### src/rtl/quire_window_arbiter.sv
// Window-granular round-robin arbiter that shares one quire among NB_REQ product streams
// and tags each returned quire result with the id of the requester that owned the window.
module quire_window_arbiter #(
  parameter  int NB_REQ        = 4,
  parameter  int DATA_WIDTH    = 18,
  parameter  int QUIRE_WIDTH   = 64,
  parameter  int ID_FIFO_DEPTH = 4,
  localparam int ID_W          = $clog2(NB_REQ)
) (
  input  logic                         tb_clk,
  input  logic                         tb_reset_n,
  input  logic [NB_REQ-1:0]            req_rts_i,
  input  logic [NB_REQ-1:0]            req_sow_i,
  input  logic [NB_REQ-1:0]            req_eow_i,
  input  logic [NB_REQ*DATA_WIDTH-1:0] req_data_i,
  output logic [NB_REQ-1:0]            req_rtr_o,
  output logic                         q_rts_o,
  output logic                         q_sow_o,
  output logic                         q_eow_o,
  output logic [DATA_WIDTH-1:0]        q_data_o,
  input  logic                         q_rtr_i,
  input  logic                         qr_rts_i,
  input  logic                         qr_eow_i,
  input  logic [QUIRE_WIDTH-1:0]       qr_data_i,
  output logic                         qr_rtr_o,
  output logic                         res_rts_o,
  output logic                         res_eow_o,
  output logic [QUIRE_WIDTH-1:0]       res_data_o,
  output logic [ID_W-1:0]              res_id_o,
  input  logic                         res_rtr_i,
  output logic                         busy_o,
  output logic                         err_o
);

  localparam int PTR_W = $clog2(ID_FIFO_DEPTH);
  localparam int CNT_W = PTR_W + 1;

  typedef enum logic {S_IDLE, S_BUSY} state_t;

  state_t              r_state;
  logic [ID_W-1:0]     r_grant;
  logic [ID_W-1:0]     r_rr_ptr;
  logic                r_first;
  logic                r_err;
  logic [ID_W-1:0]     r_fifo [ID_FIFO_DEPTH];
  logic [PTR_W-1:0]    r_wr_ptr;
  logic [PTR_W-1:0]    r_rd_ptr;
  logic [CNT_W-1:0]    r_count;

  logic [NB_REQ-1:0]   w_cand;
  logic [NB_REQ-1:0]   w_rot;
  logic [ID_W-1:0]     w_idx [NB_REQ];
  logic                w_pick_valid;
  logic [ID_W-1:0]     w_pick;
  logic [ID_W:0]       w_ginc_sum;
  logic [ID_W-1:0]     w_grant_inc;
  logic                w_busy;
  logic                w_q_hs;
  logic                w_push;
  logic                w_pop;
  logic                w_fifo_empty;
  logic                w_fifo_full;
  logic [NB_REQ-1:0]   w_rtr;

  assign w_cand = req_rts_i & req_sow_i;

  // w_rot[i] is the candidate i positions after rr_ptr, so the lowest set bit wins
  for (genvar gi = 0; gi < NB_REQ; gi++) begin : g_rot
    logic [ID_W:0] w_sum;
    assign w_sum      = {1'b0, r_rr_ptr} + (ID_W+1)'(gi);
    assign w_idx[gi]  = (w_sum >= (ID_W+1)'(NB_REQ)) ? ID_W'(w_sum - (ID_W+1)'(NB_REQ))
                                                     : ID_W'(w_sum);
    assign w_rot[gi]  = w_cand[w_idx[gi]];
  end

  always_comb begin
    w_pick_valid = 1'b0;
    w_pick       = '0;
    for (int i = NB_REQ - 1; i >= 0; i--) begin
      if (w_rot[i]) begin
        w_pick_valid = 1'b1;
        w_pick       = w_idx[i];
      end
    end
  end

  assign w_ginc_sum  = {1'b0, r_grant} + 1'b1;
  assign w_grant_inc = (w_ginc_sum == (ID_W+1)'(NB_REQ)) ? '0 : w_ginc_sum[ID_W-1:0];

  assign w_busy   = (r_state == S_BUSY);
  assign q_rts_o  = w_busy & req_rts_i[r_grant];
  assign q_sow_o  = w_busy & req_sow_i[r_grant];
  assign q_eow_o  = w_busy & req_eow_i[r_grant];
  assign q_data_o = w_busy ? req_data_i[r_grant*DATA_WIDTH +: DATA_WIDTH] : '0;

  always_comb begin
    w_rtr = '0;
    if (w_busy) w_rtr[r_grant] = q_rtr_i;
  end
  assign req_rtr_o = w_rtr;

  assign w_q_hs       = q_rts_o & q_rtr_i;
  assign w_push       = w_q_hs & q_eow_o;
  assign w_fifo_empty = (r_count == '0);
  assign w_fifo_full  = (r_count == CNT_W'(ID_FIFO_DEPTH));

  assign res_rts_o  = qr_rts_i & ~w_fifo_empty;
  assign qr_rtr_o   = res_rtr_i & ~w_fifo_empty;
  assign res_eow_o  = qr_eow_i;
  assign res_data_o = qr_data_i;
  assign res_id_o   = r_fifo[r_rd_ptr];
  assign w_pop      = qr_rts_i & qr_rtr_o & qr_eow_i;

  assign busy_o = w_busy;
  assign err_o  = r_err;

  always_ff @(posedge tb_clk or negedge tb_reset_n) begin
    if (!tb_reset_n) begin
      r_state  <= S_IDLE;
      r_grant  <= '0;
      r_rr_ptr <= '0;
      r_first  <= 1'b0;
      r_err    <= 1'b0;
    end else begin
      // A result with no owning window is held off and flagged
      if (qr_rts_i & w_fifo_empty) r_err <= 1'b1;
      case (r_state)
        S_IDLE: begin
          if (w_pick_valid & ~w_fifo_full) begin
            r_grant <= w_pick;
            r_first <= 1'b1;
            r_state <= S_BUSY;
          end
        end
        S_BUSY: begin
          if (w_q_hs) begin
            r_first <= 1'b0;
            if (q_sow_o & ~r_first) r_err <= 1'b1;
            if (q_eow_o) begin
              r_rr_ptr <= w_grant_inc;
              r_state  <= S_IDLE;
            end
          end
        end
        default: r_state <= S_IDLE;
      endcase
    end
  end

  always_ff @(posedge tb_clk or negedge tb_reset_n) begin
    if (!tb_reset_n) begin
      r_wr_ptr <= '0;
      r_rd_ptr <= '0;
      r_count  <= '0;
    end else begin
      if (w_push) r_wr_ptr <= r_wr_ptr + 1'b1;
      if (w_pop)  r_rd_ptr <= r_rd_ptr + 1'b1;
      case ({w_push, w_pop})
        2'b10:   r_count <= r_count + 1'b1;
        2'b01:   r_count <= r_count - 1'b1;
        default: r_count <= r_count;
      endcase
    end
  end

  // Id storage needs no reset: the pointers and count define what is valid
  always_ff @(posedge tb_clk) begin
    if (w_push) r_fifo[r_wr_ptr] <= r_grant;
  end

endmodule

### config.mk
export PLATFORM = sky130hd
export DESIGN_NAME = quire_window_arbiter
export DESIGN_NICKNAME = d
export VERILOG_FILES = /design/src/rtl/quire_window_arbiter.sv
export SDC_FILE = /design/constraint.sdc
export NUM_CORES = 1
export LEC_CHECK = 0
export ABC_AREA = 1
export CAP_MARGIN = 20
export CORE_MARGIN = 8
export CORE_UTILIZATION = 31
export CTS_CLUSTER_DIAMETER = 30
export DETAILED_ROUTE_END_ITERATION = 10
export GPL_TIMING_DRIVEN = 0
export HOLD_SLACK_MARGIN = 0.08
export PLACE_DENSITY = 0.88
export SLEW_MARGIN = 20
export SYNTH_ARGS = -nofsm -noshare
export SYNTH_HDL_FRONTEND = slang
export SYNTH_SLANG_ARGS = --single-unit
### constraint.sdc
create_clock -name tb_clk -period 2.7 [get_ports tb_clk]
set_clock_uncertainty 0.15 [all_clocks]
set_input_delay 0.675 -clock tb_clk [delete_from_list [all_inputs] [get_ports tb_clk]]
set_output_delay 0.675 -clock tb_clk [all_outputs]
set_load 0.02 [all_outputs]
Word-level counts from Yosys, hierarchy flattened. Memories as Yosys holds them, arrays and structs flattened. Index checks and enable logic that the tools add are counted.

Bits in registers: 14. Bits in writable memories: 8. Input port bits: 154. Output and inout bits: 96. Memories: 1.

Memories: r_fifo (depth 4, bits a word 2, rd ports 1, clocked after memory_dff 0, write ports 1, RTL line 45) `logic [ID_W-1:0] r_fifo [ID_FIFO_DEPTH];`.

$add $sub $neg: 12. Multiply operators: 1. $lt $le $gt $ge: 10. Equal/unequal tests: 6. Shift-type cells: 1. Muxes and demuxes: 45. Bitwise operators: 18. Reductions and logical operators: 6.

Operators with widths (count): 72-bit by 8-bit indexed part select with 18-bit output (1); 1-bit two-way mux (23); 18-bit two-way mux (1); 2-bit two-way mux (9); 2-bit by 3-bit less-than comparator with 1-bit output, second input constant (5); 1-bit binary-select mux with 2-bit select (7); 1-bit bitwise AND (12); 3-bit greater-or-equal comparator, second input constant (3); 4-bit bitwise AND (2); 2-bit by 1-bit subtractor with 2-bit output, second input constant (4); 2-bit by 1-bit adder with 3-bit output, second input constant (2); 2-bit by 2-bit adder with 3-bit output, second input constant (2); 3-bit == test, second input constant (2); 2-bit by 4-bit multiplier with 6-bit output, second input constant (1); 3-bit case mux with 2 select lines (1); 2-bit by 1-bit adder with 2-bit output, second input constant (2); 4-bit two-way mux (1); 1-bit NOT (4); 1-bit case mux with 2 select lines (2); 2-bit AND reduction (2); 3-bit by 1-bit adder with 3-bit output, second input constant (1); 2-bit by 3-bit greater-or-equal comparator with 1-bit output, second input constant (1); 3-bit logical NOT (1); 3-bit AND reduction (1); 9 further kinds (9).

Longest topological paths before layout.
Word-level depth: 12. Gate-level depth with buffers: 14.

Least setup slack after synthesis. No wires, ideal clock.

Kind: input port to flip-flop. Start point: in qr_rts_i. End point: reg r_count[2]. Library setup time: 0.131 ns. Arrival time: 2.218 ns. Setup slack: 0.201 ns. Stages on the path: 10. Buffers on the path: 0. Cells stage by stage: inv_1 nor2_1 nand3_1 inv_1 ha_1 inv_1 fa_1 a21oi_1 o21ai_0 xor2_1.

Cells in the longest elaborated chain, start to end: 4. Elaborated cells on any way between the ends: 6. Those cells by class: 2 x eq/ne; 1 x mux; 2 x bitwise; 1 x reduce/logical.

RTL lines: start, declared (RTL line 22) `input logic qr_rts_i,`; 1-bit bitwise AND (*) (2 in series) (RTL line 112) `assign w_pop = qr_rts_i & qr_rtr_o & qr_eow_i;`; via w_pop (RTL line 60) `logic w_pop;`; 2-bit by 1-bit == test with 1-bit output / 2-bit == test (equally long branches) (RTL line 158) `case ({w_push, w_pop})`; 3-bit case mux with 2 select lines / 2-bit nonzero test (equally long branches); end signal, assigned (RTL line 159) `2'b10: r_count <= r_count + 1'b1;`; end signal, assigned (RTL line 160) `2'b01: r_count <= r_count - 1'b1;`; end signal, assigned (RTL line 161) `default: r_count <= r_count;`; end, declared (RTL line 48) `logic [CNT_W-1:0] r_count;`.

The timed path passes the listed nets; every way through them passes the cells marked *. A chain may end at the register's enable or synchronous reset.

Worst setup path after layout.
Start point: in qr_eow_i. End point: out res_eow_o.

RTL lines: start, declared (RTL line 23) `input logic qr_eow_i,`; end, declared (RTL line 27) `output logic res_eow_o,`.

No word-level cell between the ends.

==> impl_metrics.env <==
export IMPL_status="complete, no violations"
export IMPL_nets=761
export IMPL_finalCriticalPeriod_ns=2.68
export IMPL_dieHeight_um=108
export IMPL_grt_pass1_vias=3480
export IMPL_drt_wl_total_um=11300
export IMPL_max_stage_delay_ns=0.59
export IMPL_final_max_slew_viol_count=0
export IMPL_crit_required_ns=1.88
export IMPL_synthDistinctLibCells=31
export IMPL_syn_nets=566
export IMPL_wl_per_cell_um=16.1
export IMPL_cts_tree="done"
export IMPL_dp_cells=692
export IMPL_cp_max_fo=2
export IMPL_num_antenna_cells=0
export IMPL_numCtsBuffers=3
export IMPL_period_share_pct=99.2
export IMPL_h_tree_depth=1
export IMPL_critical_path_cell_chain="clkdlybuf4s50_1 -> buf_4 -> clkdlybuf4s50_1"
export IMPL_avgViaCountPerCell=4.53
export IMPL_stdcell_count=701
export IMPL_path_common_cell="clkdlybuf4s50_1"
export IMPL_synth_top_cell_area_share_pct=19.2
export IMPL_yosysWarnings=0
export IMPL_start_kind="input port"
export IMPL_drc=0
export IMPL_synth_area_um2=2620
export IMPL_max_slew_margin_pct=54.5
export IMPL_worst_pin_slew_ns=0.680
export IMPL_area_growth_pct=77.5
export IMPL_powerDensity_nw_per_um2=782
export IMPL_vdd_ir_drop_max_v=0.000501
export IMPL_portBuffers=185
export IMPL_dieArea_um2=11600
export IMPL_synth_largest_area_cell="buf_4"
export IMPL_grt_start_max_net_pins=15
export IMPL_clk_path_buf_depth=2
export IMPL_grt_ovfl_total=0
export IMPL_synth_top_cells_by_area="buf_4 19%, nor2_1 14%, dfrtp_1 13%, o21ai_0 9.4%, edfxtp_1 9.2%"
export IMPL_clk_latency_ns=0.27
export IMPL_start_util_pct=31.8
export IMPL_hold_ws_ns=0.322
export IMPL_rsz0062_at_grt="false"
export IMPL_cts_sinks=22
export IMPL_path_buf_inv=3
export IMPL_core_area_um2=8220
export IMPL_ys_seq_area_share_pct=22.6
export IMPL_synth_seq_cells=22
export IMPL_first_iter_violations=120
export IMPL_p_leak_nw=2.18
export IMPL_clkSlewWorstSetupHoldPaths_ns=0.07
export IMPL_maxClockFrequency_mhz=374
export IMPL_routabilityCongestion=0.893
export IMPL_syn_avg_cell_area_um2=6.51
export IMPL_postRouteAntennaNets=0
export IMPL_crit_family="buffers and inverters"
export IMPL_fill_cells=750
export IMPL_ios=250
export IMPL_crit_type="input port to primary output"
export IMPL_drive_above_1_share_pct=23.3
export IMPL_worst_path_max_delay_cell="clkdlybuf4s50_1"
export IMPL_final_setup_viol_count=0
export IMPL_grt_pass1_wl_um=17100
export IMPL_grtUsageTotal_pct=18.1
export IMPL_chipWidth_um=108
export IMPL_crit_path_end_kind="primary output"
export IMPL_synthCells=402
export IMPL_clockRootBuffer="clkbuf_8"
export IMPL_maxCapViolations=0
export IMPL_dr_pass1_iters=4
export IMPL_hold_path_class="flop to flop"
export IMPL_antenna_found_initial=0
export IMPL_arrival_ns=1.85
export IMPL_row_count=33
export IMPL_dp_hpwl_um=9760
export IMPL_finalHoldViolCount=0
export IMPL_vias=3179
==> path summary, 6_finish.rpt <==
| kind | from | to | slack [ns] | cells past startpoint |
|---|---|---|---|---|
| max in group asynchronous | tb_reset_n | r_grant[1]$_DFFE_PN0P_ | 1.26 | 1 |
| worst min register to register | err_o$_DFF_PN0_ | err_o$_DFF_PN0_ | 0.32 | 1 |
| worst min-delay path | err_o$_DFF_PN0_ | err_o$_DFF_PN0_ | 0.32 | 1 |
| worst max-delay path | qr_eow_i | res_eow_o | 0.02 | 3 |
| worst max register to register | r_grant[0]$_DFFE_PN0P_ | r_count[1]$_DFFE_PN0P_ | 0.29 | 12 |
| min in group asynchronous | tb_reset_n | r_count[1]$_DFFE_PN0P_ | 0.67 | 1 |
==> layout make-up <==
type | count | area, um2 | share of cell area, %
sequential | 22 | 593 | 12.8
buffer | 81 | 608 | 13.1
clock buffer | 4 | 66.3 | 1.43
inverter | 34 | 140 | 3.02
tap | 105 | 131 | 2.83
multi-input combinational | 265 | 1330 | 28.6
timing repair buffer | 190 | 1780 | 38.3
==> placed cells by master (no fill, tap or decap), types with 2 or more instances in the layout <==
master and n:
a21oi_1 18, buf_2 18, buf_4 77, buf_6 6, clkbuf_1 2, clkbuf_2 7, clkbuf_8 3, clkdlybuf4s50_1 154
dfrtp_1 12, dfrtp_2 2, dlygate4sd2_1 5, edfxtp_1 8, ha_1 9, inv_1 27, inv_2 4, inv_4 2
nand2_1 51, nand2_2 4, nand3_1 11, nand3_2 2, nor2_1 97, nor2_2 4, o21ai_0 45, o21ai_1 7
o22ai_1 3, xor2_1 3
==> where the power goes <==
part	internal, mW	total (mW)	switching (mW)	leakage (nW)
registers	0.474	0.580	0.106	0.234
logic	1.11	2.79	1.68	1.92
clock network	0.161	0.267	0.106	0.0339
total	1.75	3.63	1.89	2.18
==> sequential cells by signal, indices dropped and copies added (netlist names) <==
signal and cells:
r_rd_ptr 2, r_first 1, r_count 3, err_o 1, r_fifo 8, busy_o 1
r_wr_ptr 2, r_grant 2, r_rr_ptr 2
==> synthesized netlist by cell type <==
master and number:
clkbuf_1 4, inv_4 1, edfxtp_1 8, nand4_1 1, xor2_2 1, ha_1 9
inv_8 1, nand2_1 52, inv_2 3, o21ai_0 49, nand3_1 11, nand3b_2 1
clkinv_2 1, nor2_1 97, nand3b_1 1, dfrtp_1 14, nand2_2 3, o22a_2 1
fa_1 1, o22ai_1 3, o21ai_1 4, nor2_2 4, buf_4 67, nand3_2 3
buf_2 8, xnor2_1 1, inv_1 28, a21oi_1 19, xor2_1 3, nor2_8 1
buf_6 2
==> kinds of logic (layout without fill, tap and decap cells) <==
group | count (synthesis) | after routing | synth area share [%]
simple gates | 174 | 174 | 28.0
buf+inv | 115 | 309 | 27.5
compound gates | 76 | 76 | 14.9
flops | 22 | 22 | 22.6
fa+ha+maj | 10 | 10 | 5.07
xor+xnor | 5 | 5 | 1.96
==> routing by layer <==
layer	wire length, um	global-route usage [%]
met2	6130	35.2
met3	1290	7.43
met1	3660	17.2
met5	0	0
met4	191	3.96
==> repair_timing <==
action                     4_1_cts  5_1_grt
setup endpoints to repair       29       23
hold buffers                     0        0
gates resized for setup         87       44
buffers inserted                 2        3
pin swaps                        3        4
==> metrics by stage <==
stage                     setup slack, ns  power [mW]  utilization, %  area (um2)  setup TNS (ns)
after floorplan                     0.201        2.30               -        2620               0
after global placement             -0.445        3.38            56.0        4600           -7.80
after detailed placement           -0.458        3.45            56.0        4600           -8.46
after CTS                        0.000262        3.65            56.8        4670               0
after global routing             0.000227        3.97            56.5        4640               0
final                              0.0227        3.63            56.5        4640               0
Note: power is estimated with default switching activity, not from simulation.
==> RTL change, RTL diff (config.mk and constraints unchanged) <==
Put a register stage on the outputs `req_rtr_o`, `q_data_o`, `res_rts_o`, `res_eow_o`, `res_data_o`, `res_id_o` and `busy_o`, cleared by the reset. The values now appear one clock later. The other outputs are not delayed to match.
--- a/src/rtl/quire_window_arbiter.sv
+++ b/src/rtl/quire_window_arbiter.sv
@@ -91,27 +91,39 @@
   assign q_rts_o  = w_busy & req_rts_i[r_grant];
   assign q_sow_o  = w_busy & req_sow_i[r_grant];
   assign q_eow_o  = w_busy & req_eow_i[r_grant];
-  assign q_data_o = w_busy ? req_data_i[r_grant*DATA_WIDTH +: DATA_WIDTH] : '0;
 
   always_comb begin
     w_rtr = '0;
     if (w_busy) w_rtr[r_grant] = q_rtr_i;
   end
-  assign req_rtr_o = w_rtr;
 
   assign w_q_hs       = q_rts_o & q_rtr_i;
   assign w_push       = w_q_hs & q_eow_o;
   assign w_fifo_empty = (r_count == '0);
   assign w_fifo_full  = (r_count == CNT_W'(ID_FIFO_DEPTH));
 
-  assign res_rts_o  = qr_rts_i & ~w_fifo_empty;
   assign qr_rtr_o   = res_rtr_i & ~w_fifo_empty;
-  assign res_eow_o  = qr_eow_i;
-  assign res_data_o = qr_data_i;
-  assign res_id_o   = r_fifo[r_rd_ptr];
   assign w_pop      = qr_rts_i & qr_rtr_o & qr_eow_i;
 
-  assign busy_o = w_busy;
+  always_ff @(posedge tb_clk or negedge tb_reset_n) begin
+    if (!tb_reset_n) begin
+      req_rtr_o  <= '0;
+      q_data_o   <= '0;
+      res_rts_o  <= '0;
+      res_eow_o  <= '0;
+      res_data_o <= '0;
+      res_id_o   <= '0;
+      busy_o     <= '0;
+    end else begin
+      req_rtr_o  <= w_rtr;
+      q_data_o   <= w_busy ? req_data_i[r_grant*DATA_WIDTH +: DATA_WIDTH] : '0;
+      res_rts_o  <= qr_rts_i & ~w_fifo_empty;
+      res_eow_o  <= qr_eow_i;
+      res_data_o <= qr_data_i;
+      res_id_o   <= r_fifo[r_rd_ptr];
+      busy_o     <= w_busy;
+    end
+  end
   assign err_o  = r_err;
 
   always_ff @(posedge tb_clk or negedge tb_reset_n) begin
Formal check against the unedited RTL: not equivalent (Yosys sat finds a counterexample within 4 cycles, from zero or initial values and one cycle with tb_reset_n low).
==> RTL change against the original RTL <==
Power up 96%; area after synthesis grew 66%; worst setup slack better by 0.094 ns; sequential cell count rose by 91; largest power group unchanged; wire length increased by 42%; register-to-register slack lost 0.02 ns; design area rose by 67%; count of clock-buffer cells in the layout rose by 16.
==> RTL change: results (changes against the original RTL) <==
* Status: finished clean (unchanged)
* Post-Route WL at 16.0 mm (was 11.3 mm)
* Filler cells at 1171 (was 750)
* Fin nets at 863 (was 761)
* Met1 Use GR at 18.9% (was 17.2%)
* Wire per inst at 18.0 um (was 16.1 um)
* Met3 usage at 5.20% (was 7.43%)
* Critical Path End: q_rts_o (was res_eow_o)
* Register area share after synthesis at 66.0% (was 22.6%)
* Fraction of area in multi-input gates at 16.3% (was 28.6%)
* Met1 wire length at 6.15 mm (was 3.66 mm)
* Clock Latency Late Sink at 0.40 ns (was 0.27 ns)
* H-Tree Depth at 4 (was 1)
* Share of cells above drive strength 1 at 9.70% (was 23.3%)
* Synth top cells by count: dfrtp_1, nor2_1, o21ai_0 (was nor2_1, buf_4, nand2_1)
* Post-DP Area at 7090 um^2 (was 4600 um^2)
* DP Cell Count at 854 (was 692)
* Port Buf Inserts at 249 (was 185)
* Met2 WL post-DR at 8.37 mm (was 6.13 mm)
* Post-Synth Adder-Cell Area at 3.05% (was 5.07%)
* Syn_nets at 588 (was 566)
* Post-CTS Setup Repair Bufs at 0 (was 2)
* Leakage at 0.00341 uW (was 0.00218 uW)
* Crit Reg-Reg Startpoint: r_grant[1]$_DFFE_PN0P_ (was r_grant[0]$_DFFE_PN0P_)
* DR WL met3 at 1.21 mm (was 1.29 mm)
* VDD IR max at 0.495 mV (was 0.501 mV)
* Met2 usage at 31.1% (was 35.2%)
* Post-DP HPWL at 12.5 mm (was 9.76 mm)
* TritonCTS Buffers at 17 (was 3)
* Proportion of synthesized flip-flops having asynchronous set or reset at 92.9% (was 63.6%)
* Invs w/o clock at 33 (was 34)
* Crit-path max cell delay at 0.50 ns (was 0.59 ns)
* FF+latch count at 113 (was 22)
* Top post-synthesis cells by area: dfrtp_1, nor2_1, o21ai_0 (was buf_4, nor2_1, dfrtp_1)
* Total GRT Usage at 17.5% (was 18.1%)
* Max FFs per register at 64 (was 8)
* Starting DRT DRC Count at 237 (was 120)
* Synth Area in Compound Gates at 8.49% (was 14.9%)
* Yosys cell types at 26 (was 31)
* Clock-cell share at 7.68% (was 1.43%)
* Largest regs: res_data_o (64), q_data_o (18), r_fifo (8) (was r_fifo (8), r_count (3))
* Vias in the first global route at 4095 (was 3480)
* Crit Path Max Fanout at 3 (was 2)
* Die Footprint at 18100 um^2 (was 11600 um^2)
* Post-CTS resize count at 14 (was 87)
* Vias per cell at 4.44 (was 4.53)
* Synth Area per Inst at 10.3 um^2 (was 6.51 um^2)
* Hold-fix buffers, CTS at 1 (was 0)
* Sequential share of cell area at 37.1% (was 12.8%)
* Post-Synth XOR/XNOR Area at 1.01% (was 1.96%)
* Multi-In Gates at 262 (was 265)
[RTL change: cell types whose count changed in the layout (fill, tap and decap cells not counted), sizes merged, moves of 2 or more]
| cell | change |
|---|---|
| nand2 | -3 |
| and2 | +2 |
| buf | -79 |
| dfrtp | +91 |
| clkdlybuf4s50 | +89 |
| clkinv | +6 |
| o21ai | -2 |
| dlygate4sd2 | -4 |
| bufinv | +3 |
| clkbuf | +11 |
| nand3 | +3 |
[RTL change: stage by stage]
stage	utilization, %	setup WS (ns)	hold WS, ns
after floorplan	-	0.341	0.229
after global placement	51.3	-3.17	0.304
after detailed placement	51.5	-0.362	0.308
after CTS	55.8	0.00522	0.320
after global routing	56.2	-0.0107	0.377
final	56.2	0.117	0.320
[RTL change: power breakdown]
group | internal (uW) | switching (uW) | total, uW
Clock | 1490 | 742 | 2230
Sequential | 2050 | 171 | 2220
Combinational | 1140 | 1540 | 2680
Total | 4670 | 2460 | 7130
